<file path="src/rtl/shift_add_multiplier_pkg.sv">
// Shared types and constants for the shift-add multiplier.
// Holds the FSM state encoding, the default operand width and the counter width helper.
package shift_add_multiplier_pkg;

   localparam int DEFAULT_WIDTH = 10;

   typedef enum logic [1:0] {
      ST_IDLE = 2'b00,
      ST_CALC = 2'b01,
      ST_DONE = 2'b10
   } state_e;

   // Iteration counter width: ceil(log2(w)), never narrower than one bit.
   function automatic int cnt_width(input int w);
      return (w <= 1) ? 1 : $clog2(w);
   endfunction

endpackage

</file>
<file path="src/rtl/mult_shift_reg.sv">
// Combined {accumulator, Q} shift register plus multiplicand for a radix-2 shift-add multiply.
// Load captures the operands; each shift cycle conditionally adds the multiplicand and shifts right by one.
module mult_shift_reg
   import shift_add_multiplier_pkg::*;
#(
   parameter int WIDTH = DEFAULT_WIDTH
) (
   input  logic               clock,
   input  logic               rst,
   input  logic               load_i,
   input  logic               shift_i,
   input  logic [WIDTH-1:0]   a_i,
   input  logic [WIDTH-1:0]   b_i,
   output logic [2*WIDTH-1:0] next_o
);

   logic [WIDTH-1:0] mcand_q, mcand_d;
   logic [WIDTH:0]   acc_q, acc_d;
   logic [WIDTH-1:0] q_q, q_d;
   logic [WIDTH:0]   sum;
   logic [2*WIDTH:0] shifted;

   // The accumulator keeps a carry bit, so the sum can never overflow.
   always_comb begin
      sum     = acc_q + (q_q[0] ? {1'b0, mcand_q} : '0);
      shifted = {sum, q_q} >> 1;
      next_o  = shifted[2*WIDTH-1:0];
   end

   always_comb begin
      mcand_d = mcand_q;
      acc_d   = acc_q;
      q_d     = q_q;
      if (load_i) begin
         mcand_d = a_i;
         acc_d   = '0;
         q_d     = b_i;
      end else if (shift_i) begin
         acc_d = shifted[2*WIDTH:WIDTH];
         q_d   = shifted[WIDTH-1:0];
      end
   end

   always_ff @(posedge clock) begin
      if (rst) begin
         mcand_q <= '0;
         acc_q   <= '0;
         q_q     <= '0;
      end else begin
         mcand_q <= mcand_d;
         acc_q   <= acc_d;
         q_q     <= q_d;
      end
   end

endmodule

</file>
<file path="src/rtl/shift_add_multiplier.sv">
// Sequential unsigned multiplier: IDLE/CALC/DONE FSM driving a shift-add datapath.
// One iteration per clock; done pulses WIDTH+1 edges after the accepting edge (counting that edge).
module shift_add_multiplier
   import shift_add_multiplier_pkg::*;
#(
   parameter int WIDTH = DEFAULT_WIDTH
) (
   input  logic               clock,
   input  logic               rst,
   input  logic               start,
   input  logic [WIDTH-1:0]   a,
   input  logic [WIDTH-1:0]   b,
   output logic               busy,
   output logic               done,
   output logic [2*WIDTH-1:0] product
);

   localparam int             CNT_W    = cnt_width(WIDTH);
   localparam logic [CNT_W-1:0] CNT_LAST = CNT_W'(WIDTH - 1);

   state_e             state_q, state_d;
   logic [CNT_W-1:0]   cnt_q, cnt_d;
   logic [2*WIDTH-1:0] product_q, product_d;
   logic [2*WIDTH-1:0] shift_next;
   logic               accept;
   logic               calc;
   logic               last_iter;

   always_comb begin
      calc      = (state_q == ST_CALC);
      last_iter = calc && (cnt_q == CNT_LAST);
      // start is only honoured outside CALC, so an operation in flight is never disturbed.
      accept    = start && ((state_q == ST_IDLE) || (state_q == ST_DONE));
   end

   mult_shift_reg #(
      .WIDTH (WIDTH)
   ) u_shift_reg (
      .clock   (clock),
      .rst     (rst),
      .load_i  (accept),
      .shift_i (calc),
      .a_i     (a),
      .b_i     (b),
      .next_o  (shift_next)
   );

   always_ff @(posedge clock) begin
      if (rst) begin
         state_q <= ST_IDLE;
      end else begin
         state_q <= state_d;
      end
   end

   always_comb begin
      state_d = state_q;
      case (state_q)
         ST_IDLE: if (start) state_d = ST_CALC;
         ST_CALC: if (cnt_q == CNT_LAST) state_d = ST_DONE;
         ST_DONE: state_d = start ? ST_CALC : ST_IDLE;
         default: state_d = ST_IDLE;
      endcase
   end

   always_comb begin
      busy    = (state_q == ST_CALC);
      done    = (state_q == ST_DONE);
      product = product_q;
   end

   always_comb begin
      cnt_d = cnt_q;
      if (accept) begin
         cnt_d = '0;
      end else if (calc) begin
         cnt_d = cnt_q + CNT_W'(1);
      end
   end

   // Product captures the post-shift value on the final CALC edge and holds until the next one.
   always_comb begin
      product_d = product_q;
      if (last_iter) begin
         product_d = shift_next;
      end
   end

   always_ff @(posedge clock) begin
      if (rst) begin
         cnt_q     <= '0;
         product_q <= '0;
      end else begin
         cnt_q     <= cnt_d;
         product_q <= product_d;
      end
   end

endmodule
</file>
<file path="config.mk">
export PLATFORM = sky130hd
export DESIGN_NAME = shift_add_multiplier
export DESIGN_NICKNAME = d
export VERILOG_FILES = /design/src/rtl/shift_add_multiplier_pkg.sv /design/src/rtl/mult_shift_reg.sv /design/src/rtl/shift_add_multiplier.sv
export SDC_FILE = /design/constraint.sdc
export NUM_CORES = 1
export LEC_CHECK = 0
export ABC_CLOCK_PERIOD_IN_PS = 3600
export BUFFER_PORTS_ARGS = -buffer_cell sky130_fd_sc_hd__clkbuf_2
export CAP_MARGIN = 15
export CORE_ASPECT_RATIO = 0.8
export CORE_MARGIN = 2
export CORE_UTILIZATION = 39
export CTS_BUF_LIST = sky130_fd_sc_hd__clkbuf_2
export CTS_CLUSTER_SIZE = 28
export DETAILED_ROUTE_END_ITERATION = 10
export GPL_ROUTABILITY_DRIVEN = 0
export GPL_TIMING_DRIVEN = 0
export HOLD_SLACK_MARGIN = 0.15
export PLACE_DENSITY = 0.64
export SETUP_SLACK_MARGIN = 0.2
export SLEW_MARGIN = 25
export SYNTH_ARGS = -nofsm -noshare
export SYNTH_HDL_FRONTEND = slang
export SYNTH_SLANG_ARGS = --single-unit
export TNS_END_PERCENT = 20
</file>
<file path="constraint.sdc">
create_clock -name clock -period 3.6 [get_ports clock]
set_input_delay 0.36 -clock clock [delete_from_list [all_inputs] [get_ports clock]]
set_output_delay 0.36 -clock clock [all_outputs]
set_load 0.02 [all_outputs]
</file>
==> out/metrics.yaml <==
status: "complete, no violations"
startpoint_type: "flop"
cp-end-kind: "flop"
clk_latency_ns: 0.45
grt-ovfl-total: 0
min_path_type: "in -> reg"
yosys.area.top_type: "dfxtp_1"
drt_iter0_drc: 152
synth_edf_count: 0
synth-async-reset-ratio_pct: 0
yosys_warnings: 0
crit_start: "u_shift_reg.q_q[0]"
cts_buffer_depth: 2
fp-row-count: 26
cp_cell_sequence: "clkbuf_1 > and2_1 > ha_1 > inv_1 > fa_1 > nand2b_1 > a21oi_1 > a41o_1 > a31oi_1 > nor3_1"
hold_violations: 0
grtUsageTotal_pct: 19.1
synth.avg_cell_area_um2: 8.04
io_buffers: 43
h-tree-depth: 2
worst_pin_slew_ns: 0.563
drc: 0
tritoncts: "done"
antenna_cells: 0
synth_most_common_cell: "nand2_1"
worstRegToRegCells: 10
path_clk_slew_ns: 0.29
synth_cell_type_count: 40
ant_nets: 0
finClkSkew_ns: 0.00817
netlist_area_um2: 2560
num_io_pins: 45
critPathTopFamily: "compound AO/OA/AOI/OAI gates"
design.core.area_um2: 6380
grt_first_pass_wirelength_um: 11000
cp.depth: 10
synth_area_leaders: "dfxtp_1 (44%), nand2_1 (9.7%), a21oi_1 (7.0%)"
max-vdd-ir-drop_uv: 194
period_needed_ns: 2.70
setup_violations: 0
drv_slew: 0
cpPeakStageDelay_ns: 0.42
final.period_utilization_pct: 75.0
crit_type: "reg -> reg"
clock-sinks: 56
post_cts_buffers: 0
fp.dieW_um: 94.7
area_delta_synth_final_pct: 24.0
drive_above_1_share_pct: 14.1
drt_pass1_iterations: 4
grt_max_degree: 19
cpMaxStageDelayCell: "dfxtp_1"
rrSetupSlack_ns: 0.90
synth_top_cells_by_count: "nand2_1 (66), dfxtp_1 (56), a21oi_1 (36)"
drt-wirelength-per-cell_um: 13.6
p_leak_uw: 0.00133
required_ns: 4.00
netlist.area_leader.share_pct: 43.7
vias: 2396
layout.nets: 425
timing.rr.start: "u_shift_reg.q_q[0]"
rsz0062_at_grt: "false"
reg2reg_to: "product[19]"
syn-instance-count: 319
root_buffer: "clkbuf_2"
die_h_um: 76.5
vias_per_cell: 5.05
wirelength_um: 6440
ys.flop_type: "dfxtp_1"
endpoint: "product[19]"
relSlewSlack_pct: 62.5
cp_max_fo: 10
arrival_ns: 3.10
cts_buffers: 5
ys_ff_latch: 56
max_freq_mhz: 370
antenna_found_initial: 0
grt_pass1_vias: 2225
synth_seq_area_share_pct: 43.7
fin_setup_tns_ns: 0
initial_core_util_pct: 40.2
cap_viol_max_count: 0
hpwl_um: 4610
power_density_nw_per_um2: 377
fillers: 659
synth_nets: 355
whs_ns: 0.298
path_buf_inv: 2
die_area_um2: 7250
[what timing repair did]
action / 4_1_cts / 5_1_grt
hold endpoints to repair: 19 / 1
hold buffers: 19 / 1
gates resized for setup: 0 / 0
[flip-flops by register name, summed over array words and instances (netlist names)]
signal,flops
u_shift_reg.acc_q,10
state_q,2
cnt_q,4
u_shift_reg.mcand_q,10
product,20
u_shift_reg.q_q,10
[layer usage]
metal | track usage (%) | routed length [µm]
met4 | 4.78 | 51
met2 | 27.3 | 2750
met3 | 3.26 | 377
met1 | 29.6 | 3260
met5 | 0 | 0
[placed cells by master, fill, tap and decap left out, types with 6 or more instances in the layout]
cell and instances:
clkbuf_1 16, nand2_1 66, nor2_1 25, dfxtp_1 56, a21oi_1 36, clkbuf_2 48
nand3b_1 7, ha_1 12, and2_1 11, dlygate4sd3_1 20, o22ai_1 10, nand3_1 6
nor3_1 15
[cells by family after synthesis]
logic type      after synthesis  synth area share (%)
flops                        56                  43.7
mux                           2                 0.781
compound gates               66                  15.1
xor+xnor                      7                  2.39
fa+ha+maj                    13                  6.63
buf+inv                      26                  4.19
simple gates                149                  27.2
[cell type report]
cell class | count | area (µm²) | share of cell area (%)
inverters | 5 | 18.8 | 0.590
clock inverters | 3 | 68.8 | 2.16
flip-flops and latches | 56 | 1120 | 35.3
repair buffers | 63 | 415 | 13.1
well taps | 84 | 105 | 3.31
plain buffers | 21 | 88.8 | 2.79
clock buffers | 5 | 25.0 | 0.787
multi-input cells | 237 | 1340 | 42.0
[report_power, final]
| group | switching [µW] | internal (µW) |
|---|---|---|
| clock | 207 | 189 |
| combinational | 82.4 | 59.3 |
| sequential | 15.2 | 646 |
| total | 305 | 894 |
[through the flow]
| stage | total power (µW) | util, % | setup WS (ns) | std cells | instance area [µm²] |
|---|---|---|---|---|---|
| final | 1200 | 49.9 | 0.900 | 474 | 3180 |
| after global routing | 1260 | 49.9 | 0.605 | 474 | 3180 |
| after CTS | 1200 | 49.7 | 0.871 | 473 | 3170 |
| after detailed placement | 795 | 45.3 | 0.973 | 446 | 2890 |
| after global placement | 794 | 45.3 | 0.995 | 446 | 2890 |
| after floorplan | 753 | - | 1.40 | 319 | 2560 |
[worst min path at each step]
stage	end	slack, ns	startpoint	cells past startpoint
after floorplan	u_shift_reg.mcand_q[0]	0.43	u_shift_reg.mcand_q[0]	2
final	u_shift_reg.mcand_q[0]	0.30	start	4
after detailed placement	u_shift_reg.mcand_q[2]	0.44	u_shift_reg.mcand_q[2]	2
after global routing	u_shift_reg.mcand_q[0]	0.25	start	4
after CTS	u_shift_reg.q_q[9]	0.16	b[9]	3
after global placement	u_shift_reg.mcand_q[0]	0.44	u_shift_reg.mcand_q[0]	2
[worst min-delay path, stage by stage]
cell and delay [ns]:
clkbuf_2 0.09, nor2b_1 0.17, nand2_1 0.08, a21oi_1 0.05
No activity file was read; power rests on OpenSTA's default activity.
